$ cat src/rtl/fetch_stage.sv
// Instruction fetch: owns the PC, issues single-outstanding imem requests,
// and drives the IF/ID register with redirect, stall and flush handling.
module fetch_stage #(
  parameter int unsigned     XLEN      = 32,
  parameter logic [XLEN-1:0] RESET_PC  = '0,
  parameter logic [31:0]     NOP_INSTR = 32'h0000_0013
) (
  input  logic            clk,
  input  logic            rst_n,
  input  logic            stall_if,
  input  logic            stall_id,
  input  logic            flush_id,
  input  logic            PCSrc,
  input  logic [XLEN-1:0] branch_target,
  output logic            imem_req_valid,
  input  logic            imem_req_ready,
  output logic [XLEN-1:0] imem_req_addr,
  input  logic            imem_rsp_valid,
  input  logic [31:0]     imem_rsp_data,
  output logic [XLEN-1:0] if_id_pc,
  output logic [XLEN-1:0] if_id_pc_plus4,
  output logic [31:0]     if_id_instr,
  output logic            if_id_valid
);

  typedef enum logic [1:0] {
    REQ,
    WAIT,
    HOLD
  } state_t;

  state_t          state, state_n;
  logic [XLEN-1:0] pc, pc_n;
  logic [XLEN-1:0] pc_plus4;
  logic            drop, drop_n;
  logic [31:0]     hold_instr, hold_n;
  logic            load;
  logic [31:0]     load_instr;
  logic            accept;

  assign pc_plus4       = pc + XLEN'(4);
  assign imem_req_valid = rst_n && (state == REQ) && !stall_if;
  assign imem_req_addr  = pc;
  assign accept         = imem_req_valid && imem_req_ready;

  always_comb begin
    state_n    = state;
    pc_n       = pc;
    drop_n     = drop;
    hold_n     = hold_instr;
    load       = 1'b0;
    load_instr = imem_rsp_data;
    if (PCSrc) begin
      // Redirect wins; a fetch in flight becomes wrong-path
      pc_n = branch_target;
      unique case (state)
        REQ: begin
          if (accept) begin
            drop_n  = 1'b1;
            state_n = WAIT;
          end
        end
        WAIT: begin
          if (imem_rsp_valid) begin
            drop_n  = 1'b0;
            state_n = REQ;
          end else begin
            drop_n = 1'b1;
          end
        end
        HOLD:    state_n = REQ;
        default: state_n = REQ;
      endcase
    end else begin
      unique case (state)
        REQ: begin
          if (accept) state_n = WAIT;
        end
        WAIT: begin
          if (imem_rsp_valid) begin
            if (drop) begin
              drop_n  = 1'b0;
              state_n = REQ;
            end else if (!stall_id) begin
              load    = 1'b1;
              pc_n    = pc_plus4;
              state_n = REQ;
            end else begin
              hold_n  = imem_rsp_data;
              state_n = HOLD;
            end
          end
        end
        HOLD: begin
          load_instr = hold_instr;
          if (!stall_id) begin
            load    = 1'b1;
            pc_n    = pc_plus4;
            state_n = REQ;
          end
        end
        default: state_n = REQ;
      endcase
    end
  end

  always_ff @(posedge clk) begin
    if (!rst_n) begin
      state          <= REQ;
      pc             <= RESET_PC;
      drop           <= 1'b0;
      hold_instr     <= NOP_INSTR;
      if_id_pc       <= '0;
      if_id_pc_plus4 <= XLEN'(4);
      if_id_instr    <= NOP_INSTR;
      if_id_valid    <= 1'b0;
    end else begin
      state      <= state_n;
      pc         <= pc_n;
      drop       <= drop_n;
      hold_instr <= hold_n;
      if (flush_id) begin
        if_id_valid <= 1'b0;
        if_id_instr <= NOP_INSTR;
      end else if (!stall_id) begin
        if (load) begin
          if_id_pc       <= pc;
          if_id_pc_plus4 <= pc_plus4;
          if_id_instr    <= load_instr;
          if_id_valid    <= 1'b1;
        end else begin
          if_id_valid <= 1'b0;
          if_id_instr <= NOP_INSTR;
        end
      end
    end
  end

endmodule

$ cat config.mk
export PLATFORM = sky130hd
export DESIGN_NAME = fetch_stage
export DESIGN_NICKNAME = d
export VERILOG_FILES = /design/src/rtl/fetch_stage.sv
export SDC_FILE = /design/constraint.sdc
export NUM_CORES = 1
export LEC_CHECK = 0
export CAP_MARGIN = 40
export CELL_PAD_IN_SITES_DETAIL_PLACEMENT = 0
export CELL_PAD_IN_SITES_GLOBAL_PLACEMENT = 1
export CORE_MARGIN = 5
export CORE_UTILIZATION = 38
export DETAILED_ROUTE_END_ITERATION = 6
export HOLD_SLACK_MARGIN = 0.12
export PLACE_DENSITY = 0.95
export SLEW_MARGIN = 20
export SYNTH_ARGS = -nofsm -noshare
export SYNTH_HDL_FRONTEND = slang
export SYNTH_SLANG_ARGS = --single-unit
$ cat constraint.sdc
create_clock -name clk -period 3 [get_ports clk]
set_input_delay 0.75 -clock clk [delete_from_list [all_inputs] [get_ports clk]]
set_output_delay 0.75 -clock clk [all_outputs]
set_load 0.02 [all_outputs]
==> flow_results.xml <==
<?xml version="1.0" encoding="UTF-8"?>
<metrics>
  <group name="placement">
    <metric name="place.detailed.instances" unit="">1314</metric>
    <metric name="place.detailed.hpwl" unit="mm">16.5</metric>
    <metric name="io_buffer_count" unit="">201</metric>
    <metric name="gp_congestion" unit="">0.845</metric>
    <metric name="placement_stage_worst_setup_slack" unit="ps">194</metric>
  </group>
  <group name="timing">
    <metric name="final-hold-violation-count" unit="">0</metric>
    <metric name="final.setup.tns" unit="ps">0</metric>
    <metric name="setup-violations-final" unit="">0</metric>
    <metric name="worstMarginPinSlew" unit="ps">576</metric>
    <metric name="timing_max_transition_violations_final" unit="">0</metric>
    <metric name="rsz0062_at_grt" unit="">no</metric>
    <metric name="worst_slew_margin_rel" unit="">0.606</metric>
    <metric name="post-route-worst-setup-slack" unit="ps">234</metric>
    <metric name="period_minus_slack" unit="ps">2770</metric>
    <metric name="period_share" unit="">0.922</metric>
    <metric name="max_clock_skew" unit="ps">12.6</metric>
    <metric name="fmax" unit="MHz">361</metric>
  </group>
  <group name="final_layout">
    <metric name="num-nets-final" unit="">1144</metric>
    <metric name="fin_cells" unit="">1346</metric>
    <metric name="seq_area" unit="mm^2">0.00324</metric>
    <metric name="fill_cells" unit="">1798</metric>
    <metric name="final_core_utilization" unit="">0.534</metric>
    <metric name="syn2layout_area_growth" unit="%">38.0</metric>
    <metric name="drive_above_1_share" unit="">0.0777</metric>
    <metric name="multi_input_comb_area" unit="mm^2">0.00386</metric>
    <metric name="antennaDiodeCount" unit="">0</metric>
  </group>
  <group name="worst_hold_path">
    <metric name="hp-class" unit="">flip-flop to flip-flop</metric>
  </group>
  <group name="logic_synthesis">
    <metric name="synth.net_count" unit="">987</metric>
    <metric name="synth_top_flop_cell" unit="">sky130_fd_sc_hd__dfxtp_1</metric>
    <metric name="post_synth_num_cell_types" unit="">59</metric>
    <metric name="synth_edf_count" unit="">0</metric>
    <metric name="yosys.area.top_type_share" unit="">0.431</metric>
    <metric name="synth_async_sr_flop_share" unit="">0</metric>
    <metric name="yosys_warnings" unit="">0</metric>
    <metric name="part_of_the_yosys_area_used_for_sequential_elements" unit="">0.431</metric>
    <metric name="synth_area_leaders" unit="">sky130_fd_sc_hd__dfxtp_1 (43%), sky130_fd_sc_hd__nand2_1 (7.8%), sky130_fd_sc_hd__a21oi_1 (5.1%), sky130_fd_sc_hd__mux2i_1 (4.3%), sky130_fd_sc_hd__a2bb2oi_1 (3.4%)</metric>
    <metric name="synth.avg_cell_area" unit="um^2">8.27</metric>
    <metric name="synth_cells" unit="">911</metric>
    <metric name="yosysTopAreaCell" unit="">sky130_fd_sc_hd__dfxtp_1</metric>
    <metric name="synth.ff_latch_count" unit="">162</metric>
    <metric name="mapped_area" unit="mm^2">0.00753</metric>
  </group>
  <group name="pwr">
    <metric name="total_power" unit="mW">5.00</metric>
    <metric name="vdd_ir_drop_max" unit="uV">401</metric>
    <metric name="pwr_density_cell" unit="mW/mm^2">481</metric>
    <metric name="power_leakage" unit="nW">3.59</metric>
  </group>
  <group name="route">
    <metric name="routed_wl" unit="mm">23.8</metric>
    <metric name="detail-route-antenna-nets" unit="">0</metric>
    <metric name="initialDrtViolationCount" unit="">437</metric>
    <metric name="detailedRoute.firstPassIterationCount" unit="">5</metric>
    <metric name="vias" unit="">7275</metric>
    <metric name="drcViolationCount" unit="">0</metric>
    <metric name="routedWlPerCell" unit="um">17.7</metric>
    <metric name="routed_via_density" unit="">5.40</metric>
  </group>
  <group name="critical_path">
    <metric name="critical_path.most_common_cell" unit="">sky130_fd_sc_hd__clkdlybuf4s50_1</metric>
    <metric name="critical_path.max_fanout" unit="">3</metric>
    <metric name="type_of_destination_of_the_critical_path" unit="">output port</metric>
    <metric name="crit_path_start_kind" unit="">input port</metric>
    <metric name="path_class" unit="">input port to output port</metric>
    <metric name="max_stage_delay" unit="ps">640</metric>
    <metric name="worst-endpoint-required" unit="ps">2250</metric>
    <metric name="timing.critical_path.cells" unit="">clkdlybuf4s50_1 &gt; nor3b_1 &gt; clkdlybuf4s50_1</metric>
    <metric name="cp_data_arrival_time" unit="ps">2020</metric>
    <metric name="cp_top_family" unit="">buffers and inverters</metric>
    <metric name="cp_slowest_cell" unit="">sky130_fd_sc_hd__clkdlybuf4s50_1</metric>
    <metric name="critical_path_buf_inv_count" unit="">2</metric>
  </group>
  <group name="cts">
    <metric name="post_cts_resize_count" unit="">0</metric>
    <metric name="clock_latency" unit="ps">430</metric>
    <metric name="hold_buffers" unit="">0</metric>
    <metric name="cts_max_level" unit="">4</metric>
    <metric name="cts_root_buffer" unit="">sky130_fd_sc_hd__clkbuf_16</metric>
    <metric name="cts_post_setup_buffers_inserted" unit="">0</metric>
    <metric name="cts_inserted_buffers" unit="">17</metric>
    <metric name="cts.reportedPaths.clkPinSlew" unit="ps">70</metric>
    <metric name="clock_path_buffers" unit="">2</metric>
    <metric name="clock_sink_count" unit="">162</metric>
    <metric name="tritoncts" unit="">yes</metric>
  </group>
  <group name="global_routing">
    <metric name="total_overflow_reported_by_the_global_router" unit="">0</metric>
    <metric name="grt_pass1_vias" unit="">6867</metric>
    <metric name="global_route.usage.total" unit="">0.208</metric>
    <metric name="grt_first_pass_wirelength" unit="mm">37.7</metric>
    <metric name="grt_antenna_before_repair" unit="">1</metric>
    <metric name="largest_net_degree_at_the_start_of_global_routing" unit="">61</metric>
  </group>
  <group name="floorplan">
    <metric name="placeableCoreArea" unit="mm^2">0.0195</metric>
    <metric name="dieHeight" unit="um">151</metric>
    <metric name="floorplan.die_area" unit="mm^2">0.0227</metric>
    <metric name="ios" unit="">202</metric>
    <metric name="initial_utilization" unit="">0.387</metric>
    <metric name="num_rows" unit="">51</metric>
    <metric name="die_w" unit="um">151</metric>
  </group>
  <group name="job">
    <metric name="timing.max_cap.violations" unit="">0</metric>
  </group>
  <group name="outcome">
    <metric name="status" unit="">complete, no violations</metric>
  </group>
</metrics>
state kept, by name, summed over array words and instances, names as in the netlist:
| name | count |
|---|---|
| hold_instr | 32 |
| if_id_instr | 32 |
| if_id_pc | 32 |
| imem_req_addr | 32 |
| if_id_pc_plus4 | 30 |
| state | 2 |
| drop | 1 |
| if_id_valid | 1 |
metrics by stage:
step / cell area, um^2 / hold WS, ps
2_1_floorplan: 7530 / 436
5_1_grt: 10400 / 476
3_5_place_dp: 9790 / 446
3_3_place_gp: 9760 / 441
6_report: 10400 / 453
4_1_cts: 10400 / 456
final cells by class:
type / count / share of cell area
well taps: 265 / 0.0319
repair buffers: 230 / 0.222
flip-flops and latches: 162 / 0.312
clock inverters: 13 / 0.0145
multi-input cells: 645 / 0.372
clock buffers: 19 / 0.0436
inverters: 12 / 0.00446
synth_stat cells (3+ instances only):
cell type / count
sky130_fd_sc_hd__nand4_1: 16
sky130_fd_sc_hd__o22ai_1: 3
sky130_fd_sc_hd__buf_4: 6
sky130_fd_sc_hd__a2111oi_0: 4
sky130_fd_sc_hd__xnor2_1: 17
sky130_fd_sc_hd__nand2_1: 156
sky130_fd_sc_hd__nand3_1: 20
sky130_fd_sc_hd__mux2_2: 3
sky130_fd_sc_hd__a21oi_1: 76
sky130_fd_sc_hd__nand3b_1: 5
sky130_fd_sc_hd__o41a_1: 3
sky130_fd_sc_hd__dfxtp_1: 162
sky130_fd_sc_hd__a31oi_1: 19
sky130_fd_sc_hd__a21o_1: 3
sky130_fd_sc_hd__o211ai_1: 4
sky130_fd_sc_hd__xor2_1: 4
sky130_fd_sc_hd__buf_2: 20
sky130_fd_sc_hd__nor2_1: 61
sky130_fd_sc_hd__o21ai_0: 45
sky130_fd_sc_hd__ha_1: 4
sky130_fd_sc_hd__a211oi_1: 24
sky130_fd_sc_hd__a2bb2oi_1: 29
sky130_fd_sc_hd__nor4_1: 10
sky130_fd_sc_hd__buf_1: 5
sky130_fd_sc_hd__o31ai_1: 9
sky130_fd_sc_hd__and3_1: 4
sky130_fd_sc_hd__or3_1: 12
sky130_fd_sc_hd__mux2i_1: 32
sky130_fd_sc_hd__nand2b_1: 7
sky130_fd_sc_hd__or4_1: 13
sky130_fd_sc_hd__nor3b_1: 3
sky130_fd_sc_hd__and4_1: 5
sky130_fd_sc_hd__nor2b_1: 4
sky130_fd_sc_hd__clkbuf_1: 59
sky130_fd_sc_hd__inv_1: 12
sky130_fd_sc_hd__and2_1: 3
sky130_fd_sc_hd__a311oi_1: 8
sky130_fd_sc_hd__nor3_1: 12
cell usage in the layout (no fill, tap or decap), types with 8 or more instances in the layout:
master | netlist | routed
sky130_fd_sc_hd__xnor2_1 | 17 | 17
sky130_fd_sc_hd__inv_1 | 12 | 11
sky130_fd_sc_hd__dfxtp_1 | 162 | 162
sky130_fd_sc_hd__a31oi_1 | 19 | 19
sky130_fd_sc_hd__a211oi_1 | 24 | 24
sky130_fd_sc_hd__clkbuf_16 | 0 | 17
sky130_fd_sc_hd__nand3_1 | 20 | 20
sky130_fd_sc_hd__or4_1 | 13 | 13
sky130_fd_sc_hd__nor4_1 | 10 | 10
sky130_fd_sc_hd__nor2_1 | 61 | 61
sky130_fd_sc_hd__buf_4 | 6 | 23
sky130_fd_sc_hd__a311oi_1 | 8 | 8
sky130_fd_sc_hd__a21oi_1 | 76 | 76
sky130_fd_sc_hd__clkdlybuf4s50_1 | 0 | 199
sky130_fd_sc_hd__nand2_1 | 156 | 156
sky130_fd_sc_hd__nor3_1 | 12 | 11
sky130_fd_sc_hd__o31ai_1 | 9 | 9
sky130_fd_sc_hd__nand4_1 | 16 | 16
sky130_fd_sc_hd__o21ai_0 | 45 | 45
sky130_fd_sc_hd__a2bb2oi_1 | 29 | 29
sky130_fd_sc_hd__mux2i_1 | 32 | 32
sky130_fd_sc_hd__or3_1 | 12 | 12
report_power, final:
| group | leakage [nW] | switching, mW | total (mW) | internal (mW) |
|---|---|---|---|---|
| registers | 1.31 | 0.0798 | 2.27 | 2.19 |
| logic | 2.00 | 0.246 | 0.487 | 0.241 |
| clock network | 0.285 | 0.957 | 2.24 | 1.29 |
| total | 3.59 | 1.28 | 5.00 | 3.72 |
cell families after synthesis:
logic type	count (synthesis)	share of synthesized area
buf+inv	104	0.0593
xor+xnor	21	0.0244
compound gates	245	0.214
fa+ha+maj	4	0.00665
flops	162	0.431
simple gates	340	0.218
mux	35	0.0470
worst paths after layout:
path / from / to / slack, ps / depth (start not counted)
worst max-delay path: stall_if / imem_req_valid / 230 / 3
worst min-delay path: if_id_pc[25] / if_id_pc[25] / 450 / 2
worst max register to register: state[0] / imem_req_addr[16] / 660 / 6
worst min register to register: if_id_pc[25] / if_id_pc[25] / 450 / 2
metal layers:
layer | global-route usage | vias to the layer above | part of all wire
met5 | 0 | - | 0.00055
met4 | 0.0535 | 2 | 0.013
met3 | 0.0694 | 31 | 0.091
met2 | 0.336 | 249 | 0.46
met1 | 0.269 | 3416 | 0.43
li1 | - | 3577 | -
worst min-delay path: cells and delay by family (launching register included):
| kind | cells | cell delay (ps) |
|---|---|---|
| simple gates | 1 | 50 |
| compound gates | 1 | 50 |
| flops | 1 | 310 |
No activity file was read; power rests on OpenSTA's default activity.
